--- src/rtl/nibble_stream_decrypt_if.sv ---
// Handshake bundle between a nibble ciphertext source, the decryptor and its plaintext sink.
// Parity signals exist only when NIBBLE_DECRYPT_PARITY_EN is defined.
interface nibble_stream_decrypt_if;
  logic       key_load;
  logic [3:0] key_in;
  logic       cipher_valid;
  logic [3:0] cipher_data;
  logic       cipher_ready;
  logic       plain_valid;
  logic [3:0] plain_data;
  logic       plain_ready;
  logic       frame_done;
  logic       busy;
`ifdef NIBBLE_DECRYPT_PARITY_EN
  logic       cipher_par;
  logic       par_err;
`endif

  modport master (
    output key_load, key_in,
    output cipher_valid, cipher_data,
    input  cipher_ready,
    input  plain_valid, plain_data,
    output plain_ready,
    input  frame_done, busy
`ifdef NIBBLE_DECRYPT_PARITY_EN
   ,output cipher_par
   ,input  par_err
`endif
  );

  modport slave (
    input  key_load, key_in,
    input  cipher_valid, cipher_data,
    output cipher_ready,
    output plain_valid, plain_data,
    input  plain_ready,
    output frame_done, busy
`ifdef NIBBLE_DECRYPT_PARITY_EN
   ,input  cipher_par
   ,output par_err
`endif
  );
endinterface

--- src/rtl/nibble_stream_decrypt.sv ---
// Rolling-key XOR nibble stream decryptor, lockstep partner of the 4-bit encryptor.
// Optional even-parity check on ciphertext: define NIBBLE_DECRYPT_PARITY_EN.
module nibble_stream_decrypt #(
  parameter int FRAME_LEN = 8,
  parameter bit ROT_EN    = 1'b1
) (
  input logic clk,
  input logic rst_n,
  nibble_stream_decrypt_if.slave bus
);

  localparam int CW = (FRAME_LEN > 1) ? $clog2(FRAME_LEN) : 1;
  localparam logic [CW-1:0] LAST = CW'(FRAME_LEN - 1);

  localparam logic [1:0] IDLE  = 2'd0;
  localparam logic [1:0] READY = 2'd1;
  localparam logic [1:0] RUN   = 2'd2;

  logic [1:0]    r_state;
  logic [3:0]    r_key_reg;
  logic [3:0]    r_key_cur;
  logic [CW-1:0] r_cnt;
  logic          r_plain_valid;
  logic [3:0]    r_plain_data;
  logic          r_frame_done;

  logic          w_ready;
  logic          w_accept;
  logic          w_last;
  logic [3:0]    w_key_nxt;

  assign w_ready = (r_state != IDLE) && !bus.key_load
                && (!r_plain_valid || bus.plain_ready);
  assign w_accept  = bus.cipher_valid && w_ready;
  assign w_last    = (r_cnt == LAST);
  assign w_key_nxt = ROT_EN ? {r_key_cur[2:0], r_key_cur[3]}
                            : r_key_cur;

  always_ff @(posedge clk or negedge rst_n) begin
    if (!rst_n) begin
      r_state   <= IDLE;
      r_key_reg <= '0;
      r_key_cur <= '0;
      r_cnt     <= '0;
    end else if (bus.key_load) begin
      r_state   <= READY;
      r_key_reg <= bus.key_in;
      r_key_cur <= bus.key_in;
      r_cnt     <= '0;
    end else if (w_accept) begin
      if (w_last) begin
        r_state   <= READY;
        r_key_cur <= r_key_reg;
        r_cnt     <= '0;
      end else begin
        r_state   <= RUN;
        r_key_cur <= w_key_nxt;
        r_cnt     <= r_cnt + CW'(1);
      end
    end
  end

  // Output register: a pending nibble survives key_load and is still delivered.
  always_ff @(posedge clk or negedge rst_n) begin
    if (!rst_n) begin
      r_plain_valid <= 1'b0;
      r_plain_data  <= '0;
      r_frame_done  <= 1'b0;
    end else begin
      if (w_accept) begin
        r_plain_valid <= 1'b1;
        r_plain_data  <= bus.cipher_data ^ r_key_cur;
      end else if (r_plain_valid && bus.plain_ready) begin
        r_plain_valid <= 1'b0;
      end
      r_frame_done <= w_accept && w_last;
    end
  end

`ifdef NIBBLE_DECRYPT_PARITY_EN
  logic r_par_err;

  always_ff @(posedge clk or negedge rst_n) begin
    if (!rst_n) begin
      r_par_err <= 1'b0;
    end else if (bus.key_load) begin
      r_par_err <= 1'b0;
    end else if (w_accept && (bus.cipher_par != ^bus.cipher_data)) begin
      r_par_err <= 1'b1;
    end
  end

  assign bus.par_err = r_par_err;
`endif

  assign bus.cipher_ready = w_ready;
  assign bus.plain_valid  = r_plain_valid;
  assign bus.plain_data   = r_plain_data;
  assign bus.frame_done   = r_frame_done;
  assign bus.busy         = (r_state == RUN);

endmodule

--- src/flat_wrapper.sv ---
// flat-port wrapper written by rule: the top's interface ports become plain ports
module nibble_stream_decrypt_flat 
#(
  parameter int FRAME_LEN = 8,
  parameter bit ROT_EN    = 1'b1
)
  (clk, rst_n, bus_key_load, bus_key_in, bus_cipher_valid, bus_cipher_data, bus_cipher_ready, bus_plain_valid, bus_plain_data, bus_plain_ready, bus_frame_done, bus_busy);
  nibble_stream_decrypt_if bus_i ();
  input logic clk;
  input logic rst_n;
  input wire logic [$bits(bus_i.key_load)-1:0] bus_key_load;
  input wire logic [$bits(bus_i.key_in)-1:0] bus_key_in;
  input wire logic [$bits(bus_i.cipher_valid)-1:0] bus_cipher_valid;
  input wire logic [$bits(bus_i.cipher_data)-1:0] bus_cipher_data;
  output wire logic [$bits(bus_i.cipher_ready)-1:0] bus_cipher_ready;
  output wire logic [$bits(bus_i.plain_valid)-1:0] bus_plain_valid;
  output wire logic [$bits(bus_i.plain_data)-1:0] bus_plain_data;
  input wire logic [$bits(bus_i.plain_ready)-1:0] bus_plain_ready;
  output wire logic [$bits(bus_i.frame_done)-1:0] bus_frame_done;
  output wire logic [$bits(bus_i.busy)-1:0] bus_busy;
  assign bus_i.key_load = bus_key_load;
  assign bus_i.key_in = bus_key_in;
  assign bus_i.cipher_valid = bus_cipher_valid;
  assign bus_i.cipher_data = bus_cipher_data;
  assign bus_cipher_ready = bus_i.cipher_ready;
  assign bus_plain_valid = bus_i.plain_valid;
  assign bus_plain_data = bus_i.plain_data;
  assign bus_i.plain_ready = bus_plain_ready;
  assign bus_frame_done = bus_i.frame_done;
  assign bus_busy = bus_i.busy;
  nibble_stream_decrypt #(.FRAME_LEN(FRAME_LEN), .ROT_EN(ROT_EN)) u_core (.clk(clk), .rst_n(rst_n), .bus(bus_i));
endmodule
--- config.mk ---
export PLATFORM = sky130hd
export DESIGN_NAME = nibble_stream_decrypt_flat
export DESIGN_NICKNAME = d
export VERILOG_FILES = /design/src/rtl/nibble_stream_decrypt_if.sv /design/src/rtl/nibble_stream_decrypt.sv /design/src/flat_wrapper.sv
export SDC_FILE = /design/constraint.sdc
export NUM_CORES = 1
export LEC_CHECK = 0
export CAP_MARGIN = 20
export CORE_MARGIN = 2
export CORE_UTILIZATION = 49
export CTS_BUF_LIST = sky130_fd_sc_hd__clkbuf_16
export CTS_CLUSTER_SIZE = 14
export DETAILED_ROUTE_END_ITERATION = 12
export PLACE_DENSITY = 0.77
export SYNTH_ARGS = -nofsm -noshare
export SYNTH_HDL_FRONTEND = slang
export SYNTH_SLANG_ARGS = --single-unit
--- constraint.sdc ---
create_clock -name clk -period 1.7 [get_ports clk]
set_clock_uncertainty 0.1 [all_clocks]
set_input_delay 0.255 -clock clk [delete_from_list [all_inputs] [get_ports clk]]
set_output_delay 0.255 -clock clk [all_outputs]
set_load 0.05 [all_outputs]
Word-level counts from Yosys, hierarchy flattened
Cells that the tools add are included.
{"block": "word_totals", "out_inout_bits": 8, "inputBits": 13, "word_cells": 33, "register_bits": 19}
{"block": "op_classes", "n_addsub": 1, "n_mux": 11, "bitwise_logic": 1, "eq_ne": 2, "n_reduce_logical": 11}
{"operator": "$mux 4", "n": 3}
{"operator": "$mux 3", "n": 3}
{"operator": "$mux 2", "n": 3}
{"operator": "$reduce_bool 2->1", "n": 3}
{"operator": "$logic_and 1x1->1", "n": 5}
{"operator": "$xor 4x4->4", "n": 1}
{"operator": "$add 3x1->3 const B", "n": 1}
{"operator": "$eq 3x3->1 const B", "n": 1}
{"operator": "$eq 2x2->1 const B", "n": 1}
{"operator": "$logic_not 1->1", "n": 2}
{"operator": "$mux 1", "n": 2}
{"operator": "$logic_or 1x1->1", "n": 1}

Depth between registers and ports, before layout
Gate-level depths: netlist of the first run.
{"block": "depth", "word_depth": 6, "mapped_depth": 5, "depth_no_buf": 5}

Worst setup path after synthesis of the first run
No wires, ideal clock.
{"block": "synth_path", "path_kind": "reg-to-output", "start": "register u_core.r_plain_valid, in the netlist u_core.bus.plain_valid", "end": "output port bus_cipher_ready", "path_buffers": 1, "slack_ns": -0.581, "stages_incl_launch_ff": 4, "required_time_ns": 1.345, "t_arrival_ns": 1.926, "cell_sequence": "dfrtp_1 -> nor2b_4 -> buf_6 -> nor3_1"}
{"block": "synth_via", "elab_chain_cells": 3}
{"item": "start, declared", "line": "nibble_stream_decrypt.sv:23", "rtl": "logic r_plain_valid;"}
{"item": "start signal, assigned", "line": "nibble_stream_decrypt.sv:66", "rtl": "r_plain_valid <= 1'b0;"}
{"item": "start signal, assigned", "line": "nibble_stream_decrypt.sv:71", "rtl": "r_plain_valid <= 1'b1;"}
{"item": "start signal, assigned", "line": "nibble_stream_decrypt.sv:74", "rtl": "r_plain_valid <= 1'b0;"}
{"item": "$logic_not 1->1", "line": "nibble_stream_decrypt.sv:33", "rtl": "&& (!r_plain_valid || bus.plain_ready);"}
{"item": "$logic_or 1x1->1", "line": "nibble_stream_decrypt.sv:33"}
{"item": "$logic_and 1x1->1", "line": "nibble_stream_decrypt.sv:33"}
{"item": "end, declared", "line": "flat_wrapper.sv:15", "rtl": "output wire logic [$bits(bus_i.cipher_ready)-1:0] bus_cipher_ready;"}
No other way between the ends.

Final worst setup path of the first run
{"block": "layout_path", "start": "register u_core.r_cnt[0]", "end": "register u_core.r_key_cur[2]"}
{"block": "layout_via", "elab_chain_cells": 4}
{"item": "start, declared", "line": "nibble_stream_decrypt.sv:22", "rtl": "logic [CW-1:0] r_cnt;"}
{"item": "start signal, assigned", "line": "nibble_stream_decrypt.sv:58", "rtl": "r_cnt <= r_cnt + CW'(1);"}
{"item": "$eq 3x3->1", "line": "nibble_stream_decrypt.sv:35", "rtl": "assign w_last = (r_cnt == LAST);"}
{"item": "$mux 4", "line": "nibble_stream_decrypt.sv:51", "rtl": "if (w_last) begin"}
{"item": "$mux 4", "line": "nibble_stream_decrypt.sv:50", "rtl": "end else if (w_accept) begin"}
{"item": "$mux 4", "line": "nibble_stream_decrypt.sv:45", "rtl": "end else if (bus.key_load) begin"}
{"item": "end signal, assigned", "line": "nibble_stream_decrypt.sv:48", "rtl": "r_key_cur <= bus.key_in;"}
{"item": "end signal, assigned", "line": "nibble_stream_decrypt.sv:53", "rtl": "r_key_cur <= r_key_reg;"}
{"item": "end signal, assigned", "line": "nibble_stream_decrypt.sv:57", "rtl": "r_key_cur <= w_key_nxt;"}
{"item": "end, declared", "line": "nibble_stream_decrypt.sv:21", "rtl": "logic [3:0] r_key_cur;"}
No other way between the ends. The select of a mux whose other input is x is not followed.
A chain may end at the register's enable or synchronous reset.

==> qor.log, run 1 <==
[status] run status completed
[drt] Starting DRT DRC Count 13
[sta] worst hold margin 233 ps
[power_and_ir_drop] worst ir drop on vdd 0.611 mV
[drt] detail-routed net length per standard cell 14.9 um
[sta] crit path setup slack, layout 88.6 ps
[synthesis] average cell area after synthesis 10.9 sq um
[sta] setup repair after global routing missed its margin no
[synthesis] Synth area leaders dfrtp_1 (48%), mux2_4 (6.1%), nand4_1 (5.1%)
[drt] DR vias/cell 5.44
[synthesis] fraction of the mapped netlist area in adder cells 3.80%
[placement] Area after DPL 0.00129 sq mm
[floorplanning] overall die area 0.00239 sq mm
[floorplanning] Core Region 0.00192 sq mm
[layout] most common cell after layout, fill and taps aside dfrtp_1
[clock_network] number of buffers on the longest clock path 2
[grt] antenna violations before repair 0
[floorplanning] initial core utilization 51.4%
[critical_path] arrival time of data at the critical path endpoint 1620 ps
[sta] final worst-path cycle share 94.8%
[sta] maximum clock frequency 621 MHz
[clock_network] clock transition at the registers of the reported paths 60 ps
[layout] synthesis-to-finish area growth 40.8%
[clock_network] htree depth 1
[critical_path] startpoint type of the worst setup path flip-flop
[grt] global-route usage over all layers 20.2%
[floorplanning] Die X 48.9 um
[clock_network] number of buffers inserted during clock tree synthesis 3
[layout] commonest cells after routing, fill and taps aside dfrtp_1 (18), buf_4 (16), clkdlybuf4s50_1 (11), inv_1 (9), nand4_1 (8)
[layout] fraction of layout cells with a size suffix above 1 33.3%
[sta] worst-case headroom to the max-slew limit 76.4%
[sta] number of pins with negative max-slew slack in the final report 0
[synthesis] share of the synthesized area in the top cell type 48.1%
[synthesis] number of nets in the synthesized netlist 107
[sta] Final Hold Fails 0
[synthesis] fraction of the yosys area taken by sequential cells 48.1%
[clock_network] insertion delay of the later-clocked pin in the worst-skew pair 250 ps
[clock_network] TritonCTS clock tree yes
[grt] vias in the first global route 756
[flow_run] max-capacitance violation count 0
[sta] slew at the pin closest to its max-slew limit 351 ps
[synthesis] total of flip-flops plus latches after synthesis 19
[synthesis] number of warning messages in the yosys log 0
[power_and_ir_drop] leakage power of the design 0.634 nW
[sta] total of endpoints with negative setup slack in the final report 0
[drt] routed wire length 2.20 mm
[synthesis] leading area contributor after synthesis dfrtp_1
[drt] total vias in the final route 799
[synthesis] synthesized-area fraction occupied by ao, oa, aoi and oai cells 11.8%
[placement] final estimated routing congestion in global placement 0.796
[critical_path] Setup CP Type flip-flop to flip-flop
[grt] maximum number of pins on one net before global-route repair 20
[placement] post-placement setup slack -9.88 ps
[floorplanning] I/O Pins 21
[sta] final worst path period need 1610 ps
[drt] remaining antenna violation count 0
[layout] antenna diode count 0
[synthesis] Cell variety after synth 27
[critical_path] Req. time, crit path 1700 ps
[placement] final HPWL from detailed placement 1.48 mm
[grt] final global-route overflow total 0
[grt] first-pass GRT wire length 3.59 mm
[drt] DRC violation count after routing 0
[synthesis] synthesized-area fraction occupied by and/or/nand/nor cells 15.6%
[floorplanning] number of standard-cell rows in the floorplan 16
[synthesis] Gate Count Post-Synth 91
[hold_path] class of the tightest hold or removal check input port to asynchronous set/reset pin
[power_and_ir_drop] total power density per cell area 1060 mW/mm^2
[clock_network] number of sinks driven by the clock tree 19
[layout] final net count 137
[synthesis] Synth Area in XOR/XNOR 3.54%
[power_and_ir_drop] Power Total 0.00148 W
[placement] Port Buf Inserts 20
[layout] final instance area 0.00139 sq mm
[drt] number of iterations in the first detailed-routing pass 4
[synthesis] Post-Synthesis Cell Area 988 sq um
[critical_path] Crit Path Max Fanout 3
[clock_network] CTS Root Cell clkbuf_16
[synthesis] share of cell area taken by muxes after synthesis 10.6%
[critical_path] type of element capturing the critical path flip-flop
[synthesis] main combinational cell family by area after synthesis simple AND/OR/NAND/NOR gates
[floorplanning] die height 48.9 um
[what timing repair did]
item	4_1_cts	5_1_grt
endpoints found under the setup margin	0	5
gates resized for setup	0	3
hold buffers	0	0
buffers inserted	0	2
[synth_stat cells (all sizes together)]
master / number
o311ai: 4
nand2b: 1
or2: 1
xor2: 4
clkbuf: 3
dfrtp: 19
ha: 3
nand2: 5
nor3: 2
or2b: 1
o31ai: 3
inv: 9
nand4: 8
mux2: 8
a211o: 1
nor4: 1
o21ai: 6
nor2b: 3
buf: 3
a21oi: 4
nor2: 2
[layer usage]
layer	share of wire, %	vias to the layer above	track usage [%]	routed length (um)
met5	0	-	0	0
met4	2.2	0	12.4	48
met3	3.3	4	1.84	73
met2	51	26	33.3	1110
met1	44	387	25.6	958
li1	-	382	-	-
[power breakdown]
part | leakage, nW | internal (W) | switching, W
logic | 0.359 | 0.000193 | 0.000249
registers | 0.233 | 0.000515 | 0.0000435
clock network | 0.0409 | 0.000315 | 0.000165
[path summary, 6_finish.rpt]
kind                                               start                        to  slack (ps)  cells after the start
max in group asynchronous                          rst_n    u_core.bus.plain_valid        1040                      2
worst min register to register  u_core.bus.plain_data[2]  u_core.bus.plain_data[2]         420                      1
worst min-delay path                               rst_n       u_core.r_key_reg[1]         230                      2
worst max register to register           u_core.r_cnt[0]       u_core.r_key_cur[2]          90                      5
min in group clk                u_core.bus.plain_data[2]  u_core.bus.plain_data[2]         420                      1
worst max-delay path                     u_core.r_cnt[0]       u_core.r_key_cur[2]          90                      5
[logic make-up (layout without fill, tap and decap cells)]
| group | after synthesis | after routing |
|---|---|---|
| and+or+nand+nor | 24 | 24 |
| AOI/OAI and AO/OA | 18 | 18 |
| DFF | 19 | 19 |
| buffers and inverters | 15 | 44 |
| xor gates and xnor gates | 4 | 4 |
| adders and majority gates | 3 | 3 |
| muxes | 8 | 8 |
[critical path, stage by stage (launching register included)]
cell and delay, ps:
dfrtp_1 370, ha_1 190, ha_2 240, mux2_2 350
nand4_1 90, o311ai_0 130
[metrics by stage]
stage	util, %	instances	setup TNS [ps]
final	72.4	147	0
after global routing	72.4	147	0
after CTS	71.2	145	0
after detailed placement	67.1	141	-12.8
after global placement	67.1	141	0
after floorplan	-	91	0
[final cells by class]
| class | count | area [sq um] |
|---|---|---|
| Fill cell | 135 | 531 |
| Sequential cell | 19 | 477 |
| Multi-Input combinational cell | 57 | 464 |
| Timing Repair Buffer | 31 | 303 |
| Clock buffer | 3 | 75.1 |
| Inverter | 9 | 33.8 |
| Tap cell | 27 | 33.8 |
| Clock inverter | 1 | 5.00 |
(Power assumes the default switching activity.)
==> run 2: changes to the inputs <==
CORE_UTILIZATION = 44   (was 49)
PLACE_DENSITY = 0.73   (was 0.77)
SLEW_MARGIN = 10   (was unset)
clock period = 1.4 ns   (was 1.7 ns; I/O delays follow)
==> run 2 against run 1 <==
Effect of this change: the flow now finishes with violations (negative setup slack); power is 34% higher; register-to-register slack worse by 210 ps; die area is 10% higher; design area is 18% higher.
==> qor.log, run 2 (synthesis gave the netlist of run 1 again) <==
[clock_network] number of sinks driven by the clock tree 19
[grt] vias in the first global route 872
[status] run status finished with violations
[grt] final global-route overflow total 0
[placement] final estimated routing congestion in global placement 0.768
[drt] DR vias/cell 5.43
[floorplanning] initial core utilization 45.6%
[drt] DRC violation count after routing 0
[layout] most common cell after layout, fill and taps aside buf_4
[sta] Final Hold Fails 0
[floorplanning] die height 51.4 um
[power_and_ir_drop] worst ir drop on vdd 0.917 mV
[drt] routed wire length 2.53 mm
[critical_path] arrival time of data at the critical path endpoint 1220 ps
[sta] number of pins with negative max-slew slack in the final report 0
[clock_network] hold_buf cts 0
[clock_network] TritonCTS clock tree yes
[layout] fraction of layout cells with a size suffix above 1 44.3%
[critical_path] type of element capturing the critical path primary output
[sta] worst hold margin 206 ps
[hold_path] class of the tightest hold or removal check input port to asynchronous set/reset pin
[critical_path] delay of the slowest critical-path stage 400 ps
[clock_network] number of buffers on the longest clock path 2
[grt] first-pass GRT wire length 3.93 mm
[power_and_ir_drop] net load switching power 0.000599 W
[clock_network] htree depth 1
[clock_network] CTS Root Cell clkbuf_16
[floorplanning] I/O Pins 21
[sta] final worst-path cycle share 109%
[drt] remaining antenna violation count 0
[clock_network] clock transition at the registers of the reported paths 50 ps
[power_and_ir_drop] leakage power of the design 0.725 nW
[sta] slew at the pin closest to its max-slew limit 249 ps
[critical_path] cells along the critical path nor2b_4 -> buf_6 -> nor3_4 -> buf_12
[status] violations in the final reports negative setup slack
[power_and_ir_drop] switching share of power 30.1%
[placement] Port Buf Inserts 20
[layout] final net count 148
[critical_path] Setup CP Type flip-flop to primary output
[drt] number of iterations in the first detailed-routing pass 4
[floorplanning] overall die area 0.00264 sq mm
[sta] crit path setup slack, layout -132 ps
[critical_path] number of buffer and inverter stages on the critical path 2
[sta] total of endpoints with negative setup slack in the final report 9
[floorplanning] Core Region 0.00217 sq mm
[sta] final worst path period need 1530 ps
[clock_network] number of buffers inserted during clock tree synthesis 3
[flow_run] max-capacitance violation count 0
[power_and_ir_drop] Reg power frac 35.5%
[grt] global-route usage over all layers 20.1%
[critical_path] top cell family by delay on the critical path flip-flops
[sta] worst-case headroom to the max-slew limit 83.1%
[critical_path] startpoint type of the worst setup path flip-flop
[layout] antenna diode count 0
[drt] Starting DRT DRC Count 18
[power_and_ir_drop] cell internal power dissipation 0.00139 W
[floorplanning] number of standard-cell rows in the floorplan 17
[grt] antenna violations before repair 0
[critical_path] Req. time, crit path 1090 ps
[layout] synthesis-to-finish area growth 65.6%
[placement] dpl cells 141
[placement] final HPWL from detailed placement 1.54 mm
[floorplanning] Die X 51.4 um
[critical_path] Crit Path Max Fanout 2
[drt] total vias in the final route 864
[grt] maximum number of pins on one net before global-route repair 20
[critical_path] Worst setup startpoint u_core.bus.plain_valid
[sta] setup repair after global routing missed its margin yes
[critical_path] critical register-to-register path startpoint u_core.r_cnt[0]
[layout] fin cells 159
[drt] detail-routed net length per standard cell 15.9 um
[critical_path] highest-delay cell along the critical path dfrtp_2
[clock_network] insertion delay of the later-clocked pin in the worst-skew pair 250 ps
[power_and_ir_drop] Comb power frac 35.2%
[layout] commonest cells after routing, fill and taps aside buf_4 (18), dfrtp_1 (17), clkdlybuf4s50_1 (10), buf_12 (9)
[power_and_ir_drop] total power density per cell area 1210 mW/mm^2
[power_and_ir_drop] part of the power in the clock network 29.3%
[sta] maximum clock frequency 653 MHz
==> run 2: final timing paths <==
kind                       slack, ps                  end  cells after the start
max                             -130     bus_cipher_ready                      4
min                              210      u_core.r_cnt[1]                      2
max reg2reg                     -120  u_core.r_key_cur[1]                      5
min reg2reg                      430  u_core.r_key_reg[1]                      2
max in group asynchronous        770    u_core.r_state[0]                      2
min in group clk                 260  u_core.r_key_reg[1]                      3
==> run 2: layout make-up <==
class                      instances  area, sq um
multi-input combinational         57          533
fill                             149          533
sequential                        19          478
timing repair buffer              42          474
clock buffer                       3         75.1
inverter                           9         36.3
tap                               28         35.0
clock inverter                     1         5.00
==> run 2: stage by stage <==
stage / total power, W / TNS (ps) / area, sq um / worst slack [ps] / utilization (%)
3_3_place_gp: 0.00134 / -3080 / 1380 / -274 / 63.5
4_1_cts: 0.00196 / -717 / 1540 / -161 / 70.9
5_1_grt: 0.00207 / -1140 / 1640 / -159 / 75.4
2_1_floorplan: 0.00102 / -1140 / 1020 / -204 / -
6_report: 0.00199 / -799 / 1640 / -132 / 75.4
3_5_place_dp: 0.00135 / -3590 / 1380 / -311 / 63.5
==> run 2: power groups by stage <==
stage / clock (W) / sequential, W / combinational [W]
2_1_floorplan: 0 / 0.000831 / 0.000194
3_5_place_dp: 0 / 0.000713 / 0.000636
4_1_cts: 0.000592 / 0.000704 / 0.000665
5_1_grt: 0.000622 / 0.000717 / 0.000730
6_report: 0.000582 / 0.000706 / 0.000699
3_3_place_gp: 0 / 0.000710 / 0.000626
==> run 2: worst reg2reg max path: stages (launching register included) <==
cell      delay (ps)
dfrtp_1          390
ha_4             180
ha_4             160
mux2_2           350
nand4_1          110
o311ai_1         110
==> run 2: per-layer routing <==
metal | global-route usage, % | wire, um | vias to the layer above
met5 | 0 | 0 | -
met4 | 9.21 | 62 | 0
met3 | 2.92 | 163 | 8
met2 | 34.8 | 1320 | 35
met1 | 24.5 | 983 | 420
li1 | - | - | 401
==> run 2: repair_timing <==
action / in CTS / in global routing
pin swaps: 2 / 6
buffers inserted: 5 / 9
endpoints found under the setup margin: 11 / 14
cloned: 0 / 0
resized for setup: 12 / 10
==> run 3: changes to the inputs <==
==> constraint.sdc (replaced) <==
create_clock -name clk -period 1.4 [get_ports clk]
set_clock_uncertainty 0.1 [all_clocks]
set_input_delay 0.21 -clock clk [delete_from_list [all_inputs] [get_ports clk]]
set_output_delay 0.21 -clock clk [all_outputs]
set_load 0.01 [all_outputs]
==> run 3 against run 2 <==
Effect of this change: the run still ends with negative setup slack left; register-to-register slack gained 50 ps; utilization shrank 8.3 points; routed wire length shrank 14%; critical path type is now flip-flop to flip-flop; worst setup slack gained 58 ps; via count shrank 5.9%; first-iteration DRC count shrank 50%; clock power is essentially flat; highest routed layer unchanged; power shrank 17%; non-clock buffer count shrank 7; sequential share of layout area grew 3.4 points; count of clock-buffer cells in the layout is the same.
==> qor.log, run 3 (synthesis gave the netlist of run 1 again) <==
[layout] Core Util, Final 67.1%
[layout] antenna diode count 0
[power_and_ir_drop] Reg power frac 41.2%
[drt] number of iterations in the first detailed-routing pass 4
[floorplanning] number of standard-cell rows in the floorplan 17
[layout] sequential cell area in the final layout 475 sq um
[sta] final worst path period need 1470 ps
[power_and_ir_drop] cell internal power dissipation 0.00123 W
[layout] final net count 141
[sta] total of endpoints with negative setup slack in the final report 8
[sta] crit path setup slack, layout -73.9 ps
[sta] worst-case headroom to the max-slew limit 82.7%
[grt] maximum number of pins on one net before global-route repair 20
[status] violations in the final reports negative setup slack
[floorplanning] overall die area 0.00264 sq mm
[sta] final worst-path cycle share 105%
[power_and_ir_drop] net load switching power 0.000412 W
[clock_network] number of sinks driven by the clock tree 19
[drt] remaining antenna violation count 0
[drt] routed wire length 2.17 mm
[critical_path] Worst setup startpoint u_core.r_cnt[0]
[grt] global-route usage over all layers 18.5%
[clock_network] htree depth 1
[power_and_ir_drop] part of the power in the clock network 35.5%
[power_and_ir_drop] Comb power frac 23.4%
[placement] Port Buf Inserts 20
[hold_path] class of the tightest hold or removal check input port to asynchronous set/reset pin
[placement] post-placement setup slack -444 ps
[power_and_ir_drop] switching share of power 25.1%
[sta] slew at the pin closest to its max-slew limit 255 ps
[drt] Starting DRT DRC Count 9
[sta] Final Hold Fails 0
[clock_network] number of buffers inserted during clock tree synthesis 3
[floorplanning] die height 51.4 um
[clock_network] clock transition at the registers of the reported paths 50 ps
[critical_path] Reg2Reg Depth 5
[power_and_ir_drop] worst ir drop on vdd 0.697 mV
[drt] DR vias/cell 5.35
[status] run status finished with violations
[sta] number of pins with negative max-slew slack in the final report 0
[placement] final estimated routing congestion in global placement 0.792
[layout] most common cell after layout, fill and taps aside dfrtp_1
[drt] detail-routed net length per standard cell 14.3 um
[critical_path] reg2reg end u_core.r_key_cur[1]
[layout] fraction of layout cells with a size suffix above 1 33.1%
[clock_network] CTS Root Cell clkbuf_16
[layout] commonest cells after routing, fill and taps aside dfrtp_1 (19), buf_4 (12), clkdlybuf4s50_1 (10), inv_1 (9)
[floorplanning] Core Region 0.00217 sq mm
[critical_path] Crit Path Max Fanout 3
[layout] synthesis-to-finish area growth 47.3%
[grt] final global-route overflow total 0
[power_and_ir_drop] total power density per cell area 1130 mW/mm^2
[layout] fill cell instance count of the final layout 180
[critical_path] worst reg-to-reg setup slack -70 ps
[critical_path] Setup CP Type flip-flop to flip-flop
[floorplanning] initial core utilization 45.6%
[drt] total vias in the final route 813
[placement] final HPWL from detailed placement 1.53 mm
[grt] first-pass GRT wire length 3.46 mm
[grt] antenna violations before repair 0
[critical_path] arrival time of data at the critical path endpoint 1490 ps
[power_and_ir_drop] leakage power of the design 0.658 nW
[layout] footprint of the multi-input gates 520 sq um
[critical_path] Req. time, crit path 1420 ps
[clock_network] insertion delay of the later-clocked pin in the worst-skew pair 250 ps
[grt] vias in the first global route 760
[clock_network] TritonCTS clock tree yes
[drt] DRC violation count after routing 0
[critical_path] type of element capturing the critical path flip-flop
[sta] maximum clock frequency 678 MHz
[critical_path] critical register-to-register path startpoint u_core.r_cnt[0]
[floorplanning] I/O Pins 21
[flow_run] max-capacitance violation count 0
[sta] setup repair after global routing missed its margin yes
[floorplanning] Die X 51.4 um
[critical_path] crit path capture u_core.r_key_cur[1]
[clock_network] number of buffers on the longest clock path 2
[critical_path] startpoint type of the worst setup path flip-flop
-- run 3: metrics by stage --
stage	area [sq um]	setup TNS, ps	instances	total power (W)	hold slack, ps
after floorplan	1030	-356	91	0.000874	-186
after global placement	1340	-4130	146	0.00107	398
after detailed placement	1340	-4290	146	0.00108	394
after CTS	1440	-557	151	0.00164	201
after global routing	1460	-968	152	0.00172	222
final	1460	-514	152	0.00164	189
-- run 3: worst min-delay path by stage --
stage                                     endpoint  slack (ps)
after floorplan              u_core.bus.frame_done        -190
after global placement    u_core.bus.plain_data[0]         400
after detailed placement  u_core.bus.plain_data[3]         390
after CTS                          u_core.r_cnt[2]         200
after global routing               u_core.r_cnt[2]         220
final                              u_core.r_cnt[0]         190
-- run 3: power groups by stage --
stage               clock network [W]  logic [W]  registers (W)
floorplan                           0   0.000176       0.000698
global placement                    0   0.000388       0.000683
detailed placement                  0   0.000399       0.000684
CTS                          0.000586   0.000382       0.000675
global route                 0.000620   0.000417       0.000687
finish                       0.000582   0.000384       0.000675
-- run 3: area by class of cell --
cell class                 instances  area share, %
multi-input combinational         57           35.7
sequential                        19           32.6
timing repair buffer              35           21.5
clock buffer                       3           5.15
tap                               28           2.41
inverter                           9           2.32
clock inverter                     1          0.258
-- run 3: per-layer routing --
| layer | GRT usage [%] | wire (um) | up-vias |
|---|---|---|---|
| li1 | - | - | 390 |
| met1 | 23.5 | 975 | 392 |
| met2 | 29.1 | 1030 | 24 |
| met3 | 3.80 | 103 | 7 |
| met4 | 10.5 | 63 | 0 |
| met5 | 0 | 0 | - |
-- run 3: what timing repair did --
item,in CTS,in global routing
hold buffers,0,0
cloned,0,0
setup endpoints to repair,17,11
resized for setup,21,7
setup buffers,1,1
pin swaps,1,0
-- run 3: critical path, cell delays in order (launching register included) --
cell and delay, ps:
dfrtp_1 390, ha_4 180, ha_4 160, mux2_2 330, nand4_1 90, o311ai_1 100
